### src/rtl/pipe_ctrl_pkg.sv
// Shared definitions for the pipeline controller: per-register ctrl encodings
// and the flush FSM state type.
package pipe_ctrl_pkg;

  localparam logic [1:0] CTRL_PASS   = 2'b00;
  localparam logic [1:0] CTRL_HOLD   = 2'b01;
  localparam logic [1:0] CTRL_BUBBLE = 2'b10;

  typedef logic [1:0] state_t;

  localparam state_t ST_IDLE  = 2'd0;
  localparam state_t ST_PEND  = 2'd1;
  localparam state_t ST_FLUSH = 2'd2;

endpackage

### src/rtl/pipe_ctrl_prio.sv
// Highest-set-bit priority encoder over the per-stage stall requests.
module pipe_ctrl_prio #(
  parameter int NSTAGE = 5,
  parameter int IDXW   = 3
) (
  input  logic [NSTAGE-1:0] i_stall,
  output logic              o_valid,
  output logic [IDXW-1:0]   o_idx
);

  // Ascending scan so the highest set index is the last one written.
  always_comb begin
    o_valid = 1'b0;
    o_idx   = '0;
    for (int i = 0; i < NSTAGE; i++) begin
      if (i_stall[i]) begin
        o_valid = 1'b1;
        o_idx   = IDXW'(i);
      end
    end
  end

endmodule

### src/rtl/pipe_ctrl.sv
// Pipeline stall/flush controller with stall watchdog.
// Optional perf counters are built only when PIPE_CTRL_PERF_EN is defined.
module pipe_ctrl
  import pipe_ctrl_pkg::*;
#(
  parameter int NSTAGE      = 5,
  parameter int FLUSH_STAGE = 2,
  parameter int FLUSH_LEN   = 1,
  parameter int TIMEOUT     = 1023
) (
  input  logic                  clk,
  input  logic                  rst,
  input  logic [NSTAGE-1:0]     stall_req,
  input  logic                  flush_req,
  output logic [2*NSTAGE-1:0]   ctrl,
  output logic                  flush_pending,
  output logic                  stall_timeout,
  output logic [31:0]           perf_stall_cnt,
  output logic [31:0]           perf_flush_cnt
);

  localparam int IDXW = (NSTAGE > 1) ? $clog2(NSTAGE) : 1;
  localparam int IW1  = IDXW + 1;
  localparam logic [NSTAGE-1:0] LOW_MASK = {NSTAGE{1'b1}} >> (NSTAGE - 1 - FLUSH_STAGE);

  state_t            r_state;
  logic [3:0]        r_flushCnt;
  logic [15:0]       r_wdog;
  logic              r_timeout;

  logic              w_stallAny;
  logic              w_stallAbove;
  logic              w_accept;
  logic              w_apply;
  logic [NSTAGE-1:0] w_stallEff;
  logic              w_valid;
  logic [IDXW-1:0]   w_idx;
  logic [IW1-1:0]    w_idxExt;
  logic [15:0]       w_wdNext;
  logic              w_toHit;

  assign w_stallAny   = |stall_req;
  assign w_stallAbove = |(stall_req & ~LOW_MASK);

  // w_accept marks the first applied cycle of a flush; FLUSH cycles continue it.
  assign w_accept = rst && !w_stallAbove &&
                    (((r_state == ST_IDLE) && flush_req) || (r_state == ST_PEND));
  assign w_apply  = w_accept || (rst && (r_state == ST_FLUSH));

  assign w_stallEff = w_apply ? (stall_req & ~LOW_MASK) : stall_req;

  pipe_ctrl_prio #(
    .NSTAGE (NSTAGE),
    .IDXW   (IDXW)
  ) u_prio (
    .i_stall (w_stallEff),
    .o_valid (w_valid),
    .o_idx   (w_idx)
  );

  assign w_idxExt = {1'b0, w_idx};

  always_comb begin
    ctrl = '0;
    for (int i = 0; i < NSTAGE; i++) begin
      ctrl[2*i +: 2] = CTRL_PASS;
      if (w_valid && (IW1'(i) <= w_idxExt)) begin
        ctrl[2*i +: 2] = CTRL_HOLD;
      end else if (w_valid && (IW1'(i) == w_idxExt + IW1'(1))) begin
        ctrl[2*i +: 2] = CTRL_BUBBLE;
      end
      if (w_apply) begin
        if (i == 0) begin
          ctrl[2*i +: 2] = CTRL_PASS;
        end else if (i <= FLUSH_STAGE) begin
          ctrl[2*i +: 2] = CTRL_BUBBLE;
        end
      end
      if (!rst) begin
        ctrl[2*i +: 2] = CTRL_PASS;
      end
    end
  end

  assign w_wdNext = !w_stallAny ? 16'd0 :
                    (r_wdog == 16'hFFFF) ? r_wdog : r_wdog + 16'd1;
  assign w_toHit  = w_stallAny && (w_wdNext == 16'(TIMEOUT));

  assign flush_pending = rst && (r_state == ST_PEND);
  assign stall_timeout = rst && (r_timeout || w_toHit);

  // A flush_req seen in PEND or FLUSH merges into the flush already in progress.
  always_ff @(posedge clk) begin
    if (!rst) begin
      r_state    <= ST_IDLE;
      r_flushCnt <= 4'd0;
      r_wdog     <= 16'd0;
      r_timeout  <= 1'b0;
    end else begin
      r_wdog <= w_wdNext;
      if (w_toHit) begin
        r_timeout <= 1'b1;
      end
      case (r_state)
        ST_IDLE, ST_PEND: begin
          if (w_accept) begin
            r_flushCnt <= 4'(FLUSH_LEN - 1);
            r_state    <= (FLUSH_LEN == 1) ? ST_IDLE : ST_FLUSH;
          end else if (flush_req) begin
            r_state <= ST_PEND;
          end
        end
        ST_FLUSH: begin
          if (flush_req) begin
            r_flushCnt <= 4'(FLUSH_LEN);
          end else if (r_flushCnt <= 4'd1) begin
            r_flushCnt <= 4'd0;
            r_state    <= ST_IDLE;
          end else begin
            r_flushCnt <= r_flushCnt - 4'd1;
          end
        end
        default: begin
          r_state    <= ST_IDLE;
          r_flushCnt <= 4'd0;
        end
      endcase
    end
  end

`ifdef PIPE_CTRL_PERF_EN
  logic [31:0] r_perfStall;
  logic [31:0] r_perfFlush;

  always_ff @(posedge clk) begin
    if (!rst) begin
      r_perfStall <= 32'd0;
      r_perfFlush <= 32'd0;
    end else begin
      if (w_stallAny) begin
        r_perfStall <= r_perfStall + 32'd1;
      end
      if (w_accept) begin
        r_perfFlush <= r_perfFlush + 32'd1;
      end
    end
  end

  assign perf_stall_cnt = r_perfStall;
  assign perf_flush_cnt = r_perfFlush;
`else
  assign perf_stall_cnt = 32'd0;
  assign perf_flush_cnt = 32'd0;
`endif

endmodule

### config.mk
export PLATFORM = sky130hd
export DESIGN_NAME = pipe_ctrl
export DESIGN_NICKNAME = d
export VERILOG_FILES = /design/src/rtl/pipe_ctrl_pkg.sv /design/src/rtl/pipe_ctrl_prio.sv /design/src/rtl/pipe_ctrl.sv
export SDC_FILE = /design/constraint.sdc
export NUM_CORES = 1
export LEC_CHECK = 0
export CORE_AREA = 2 2 67 69
export DETAILED_ROUTE_END_ITERATION = 6
export DIE_AREA = 0 0 69 71
export GPL_TIMING_DRIVEN = 0
export PLACE_DENSITY = 0.85
export SLEW_MARGIN = 20
export SYNTH_ARGS = -nofsm -noshare
export SYNTH_HDL_FRONTEND = slang
export SYNTH_SLANG_ARGS = --single-unit
### constraint.sdc
create_clock -name clk -period 2.2 [get_ports clk]
set_input_delay 0.44 -clock clk [delete_from_list [all_inputs] [get_ports clk]]
set_output_delay 0.44 -clock clk [all_outputs]
set_load 0.02 [all_outputs]
---- Word level (Yosys, flattened, before mapping) ----
Cells that the tools add are included.
Widths: inputs -> output; s select.
operators by class
  reduce and logical (&&, ||, !) cells .... 27
  equality and inequality tests ........... 12
  muxes and demuxes ....................... 39
  add/subtract/negate cells ............... 3
  order comparisons ....................... 6
operators with widths
  kind                   count
  $mux 2                 24
  $mux 16                2
  $logic_and 1x1->1      17
  $add 16x1->16 const B  1
  $eq 16x10->1 const B   1
  $eq 16x16->1 const B   1
  $mux 4                 3
  $eq 2x4->1 const A     2
  $pmux 4 s2             1
  $le 1x3->1 const A     2
  $le 2x3->1 const A     2
  $mux 1                 6
  $mux 3                 2
  $reduce_or 5->1        1
  $add 3x1->4 const B    1
  $eq 1x4->1 const A     1
  $eq 3x4->1 const A     1
  $le 4x1->1 const B     1
  $logic_not 4->1        1
  $ne 2x2->1 const B     2
  $pmux 2 s2             1
  $reduce_or 2->1        2
  $sub 4x1->4 const B    1
  $le 3x3->1 const A     1
  8 further kinds        10
word-level totals
  register bits ........................... 23
  logic and storage cells ................. 91
  output and inout port bits .............. 76
  input port bits ......................... 8

---- Depth between registers and ports, before layout ----
  depth after elaboration ................. 17
  mapped depth ............................ 7

---- Cells and area by module ----
A second synthesis with hierarchy kept.
second synthesis, totals
  cell total of the unflattened synthesis .. 213
  area total of the unflattened synthesis .. 1,647.8 µm²
modules (own cells, without submodules)
  module          cells an instance  times used  area each (µm²)
  pipe_ctrl       205                1           1,605.3
  pipe_ctrl_prio  8                  1           42.5

---- Least setup slack after synthesis ----
No wires, ideal clock.
  path type ............................... register to output
  from .................................... register r_wdog[0]
  to ...................................... output stall_timeout
  cell stages (with the launch flop) ...... 8
  slack ................................... -0.242 ns
  data arrival time ....................... 2.002 ns
  required time ........................... 1.760 ns
  cells stage by stage .................... dfxtp_1 -> ha_1 -> and3_1 -> buf_6 -> nand4_4 -> a211oi_2 -> nand2_1 -> o31ai_1
between the ends
  cells in the longest elaborated chain, start to end .. 7
ends and longest elaborated chain
  element                                        RTL line          source
  start: declaration                             pipe_ctrl.sv:28   logic [15:0] r_wdog;
  start signal: assignment                       pipe_ctrl.sv:100  r_wdog <= w_wdNext;
  $add 16x1->16 or $eq 16x16->1 (tied branches)  pipe_ctrl.sv:86   (r_wdog == 16'hFFFF) ? r_wdog : r_wdog + 16'd1;
  $mux 16 *                                      pipe_ctrl.sv:86
  $mux 16 *                                      pipe_ctrl.sv:85   assign w_wdNext = !w_stallAny ? 16'd0 :
  $eq 16x10->1 *                                 pipe_ctrl.sv:87   assign w_toHit = w_stallAny && (w_wdNext == 16'(TIMEOUT));
  $logic_and 1x1->1 *                            pipe_ctrl.sv:87
  $logic_or 1x1->1 *                             pipe_ctrl.sv:90   assign stall_timeout = rst && (r_timeout || w_toHit);
  $logic_and 1x1->1 *                            pipe_ctrl.sv:90
  end: declaration                               pipe_ctrl.sv:17   output logic stall_timeout,
Mark *: on every way between the ends. The rest lies on a longest branch, timed or not.

---- Worst setup path after layout ----
  from .................................... register r_wdog[8]
  to ...................................... output stall_timeout
Same word-level chain as after synthesis.

==> results.toml <==
[setup_path]
crit_required_ps = 1760
critical_path.startpoint_type = "flip-flop"
number_of_cells_on_the_worst_reg_to_reg_path = 8
worst_setup_ep_type = "primary output"
critical_path.max_fanout = 6
critical_path_class = "reg2out"
worst-endpoint-arrival_ps = 2180

[clock_network]
clock-root-buffer = "sky130_fd_sc_hd__clkbuf_8"
clk_pin_slew_worst_paths_ps = 70
insertion_delay_ps = 260
htree_levels = 1
clock_path_buffers = 2
holdBufCountCts = 0
cts_inserted_buffers = 3
tritoncts = "yes"
cts.sink_count = 18

[timing]
hold_violations = 0
rsz0062_at_grt = "true"
final.period_utilization = 1.192
max_freq_ghz = 0.3813
drv_slew = 0
period_needed_ps = 2622
finalSetupViolCount = 1
finalHoldWorstSlack_ps = 505.8
setup_ws_ps = -422.5
setup-tns-final_ps = -422.5
setup_skew_after_layout_ps = 2.688

[synthesis]
dominant_combinational_cell_family_by_area_after_synthesis = "buffers and inverters"
netlist_area_um2 = 1595
postSynthCellCount = 204
yosys_warnings = 0
portion_of_the_post_synthesis_area_used_by_sequential_elements = 0.2259
post-synth-top-count-cell = "sky130_fd_sc_hd__buf_4"
compound_gate_fraction_of_synth_area = 0.1114
postSynth.asyncResetShare = 0
yosysTopAreaCell = "sky130_fd_sc_hd__buf_4"
netlist_top_cells_area = "sky130_fd_sc_hd__buf_4 32%, sky130_fd_sc_hd__dfxtp_1 23%, sky130_fd_sc_hd__nor2_1 4.7%, sky130_fd_sc_hd__nand3_1 3.1%, sky130_fd_sc_hd__nand4_1 2.7%"
post_synth_fa_ha_maj_area_fraction = 0.007843
synth_largest_type_area_fraction = 0.3200
dominantRegCellSynth = "sky130_fd_sc_hd__dfxtp_1"
synth_xor_xnor_area_share = 0.03843
netlist_top_cells_count = "68 x sky130_fd_sc_hd__buf_4, 20 x sky130_fd_sc_hd__nor2_1, 18 x sky130_fd_sc_hd__dfxtp_1"
synthSimpleGateAreaFrac = 0.2408
synth-seq-cells = 18
synth.lib_cells_used.distinct = 41
post_synth_mux_area_share = 0.02510
synth_area_per_cell_um2 = 7.820
synth-edff-count = 0

[hold_path]
holdPathStages = 2
worstHoldPathType = "reg2reg"

[drt]
met3_length_um = 369
drc_errors = 0
drt_first_pass_iters = 4
detail_route.iter0.violations = 56
maxUsedRoutingLayer = "met4"
via_count = 1692
finalWirelength_um = 4605
route.layer.met1.wl_um = 1744
ant_nets = 0
route.detailed.vias_per_inst = 4.561
wl_met2_um = 2320
wl_per_cell_um = 12.41

[flow_run]
max_cap_violations = 0

[cells_and_area]
fillCellCount = 344
number_of_standard_cells_in_the_final_layout_excluding_fillers = 371
multi_input_comb_area_um2 = 1122
area_delta_synth_final_pct = 63.14
fin_area_um2 = 2603
final_layout_size_suffix_gt1_frac = 0.4859
insertedDiodeCount = 0
fin_nets = 329
final-seq-area_um2 = 387.9

[outcome]
violated_checks = "negative setup slack"
outcome = "finished with violations"

[floorplanning]
initial_core_util = 0.3795
design.core.area_um2 = 4204
top_level_ports = 84
chipWidth_um = 69
design.die.area_um2 = 4899
placementRows = 24
die_h_um = 71

[global_route]
track_usage = 0.1540
wire_length_of_the_first_global_routing_pass_um = 6175
antenna_found_initial = 0
grt_overflow_total = 0
via_count_of_the_first_global_routing_pass = 1398
grt_start_max_net_pins = 11

[power]
ir_drop_mv = 0.2020
leakage_nw = 1.292
pwr_density_cell_nw_per_um2 = 352.6

[placed_design]
gpl.final_weighted_congestion = 0.8916
placed_area_um2 = 2105
place.detailed.hpwl_um = 2589
port_buffers = 18
placed_cells_incl_taps = 338
==> path summary, 6_finish.rpt <==
kind	from	end	slack, ps
worst max-delay path	r_wdog[8]$_SDFF_PN0_	stall_timeout	-420
worst min-delay path	r_timeout$_SDFFE_PN0P_	r_timeout$_SDFFE_PN0P_	510
worst max register to register	r_wdog[0]$_SDFF_PN0_	r_timeout$_SDFFE_PN0P_	370
worst min register to register	r_timeout$_SDFFE_PN0P_	r_timeout$_SDFFE_PN0P_	510
==> stage by stage <==
step | util | setup WS (ps) | power [mW]
2_1_floorplan | - | 1.210 | 0.5759
3_3_place_gp | 0.5006 | -1215 | 0.6184
3_5_place_dp | 0.5006 | -1253 | 0.6198
4_1_cts | 0.5670 | -332.0 | 0.9025
5_1_grt | 0.6190 | -503.8 | 0.9523
6_report | 0.6190 | -422.5 | 0.9176
==> registers in the layout, summed over array words and instances (netlist names) <==
name / count
r_state: 1
r_timeout: 1
r_wdog: 16
==> critical path, cell delays in order, from the launching register on <==
cell and delay (ps):
sky130_fd_sc_hd__dfxtp_2 390, sky130_fd_sc_hd__and4_1 210, sky130_fd_sc_hd__buf_4 170, sky130_fd_sc_hd__a311oi_2 170, sky130_fd_sc_hd__a211oi_4 290, sky130_fd_sc_hd__nand4_1 240
sky130_fd_sc_hd__o31ai_4 300, sky130_fd_sc_hd__buf_6 150
==> repair_timing <==
item                       4_1_cts  5_1_grt
pin swaps                       15       14
setup buffers                   11       20
setup endpoints to repair       11        4
resized for setup               70       33
==> power by group <==
group	total, mW	switching, mW	leakage (nW)	internal, mW
registers	0.335	0.00770	0.152	0.327
clock network	0.279	0.120	0.0288	0.159
logic	0.304	0.173	1.11	0.131
total	0.918	0.300	1.29	0.618
==> kinds of logic (layout without fill, tap and decap cells) <==
logic type               count (synthesis)  count (layout)
AND/OR/NAND/NOR                         72              72
multiplexers                             4               4
XOR/XNOR                                 7               7
buffers and inverters                   77             128
AO/OA/AOI/OAI                           24              24
adder cells (fa/ha/maj)                  1               1
other                                    1              65
flip-flops                              18              18
==> cell usage in the layout, fill, tap and decap left out, types with 2 or more instances in the layout <==
cell and count:
sky130_fd_sc_hd__nand3_1 8, sky130_fd_sc_hd__buf_4 98, sky130_fd_sc_hd__mux2i_1 3, sky130_fd_sc_hd__and2_1 4
sky130_fd_sc_hd__a31oi_1 2, sky130_fd_sc_hd__clkdlybuf4s50_1 5, sky130_fd_sc_hd__nand4_1 7, sky130_fd_sc_hd__xor2_1 3
sky130_fd_sc_hd__conb_1 65, sky130_fd_sc_hd__nor3_1 6, sky130_fd_sc_hd__o21ai_0 3, sky130_fd_sc_hd__nand2_1 7
sky130_fd_sc_hd__nor2_1 18, sky130_fd_sc_hd__nor4_4 3, sky130_fd_sc_hd__inv_2 2, sky130_fd_sc_hd__a21oi_1 4
sky130_fd_sc_hd__dfxtp_1 8, sky130_fd_sc_hd__buf_2 2, sky130_fd_sc_hd__dfxtp_4 6, sky130_fd_sc_hd__a311oi_2 2
sky130_fd_sc_hd__dfxtp_2 4, sky130_fd_sc_hd__and4_1 3, sky130_fd_sc_hd__nand3_2 2, sky130_fd_sc_hd__buf_6 6
sky130_fd_sc_hd__xnor2_1 4, sky130_fd_sc_hd__clkbuf_8 4, sky130_fd_sc_hd__dlygate4sd2_1 4, sky130_fd_sc_hd__nor2_2 2
==> final cells by class <==
class	count	area share
multi-input combinational	173	0.4313
buffer	73	0.2144
timing repair buffer	48	0.1548
sequential	18	0.1490
tap	52	0.02500
clock buffer	4	0.02115
inverter	3	0.004327
==> layer usage <==
metal  vias up  global-route usage
li1        807                   -
met1       774              0.1716
met2        93              0.2756
met3        18             0.03561
met4         0             0.07625
met5         -                   0
Note: power is estimated with default switching activity, not from simulation.
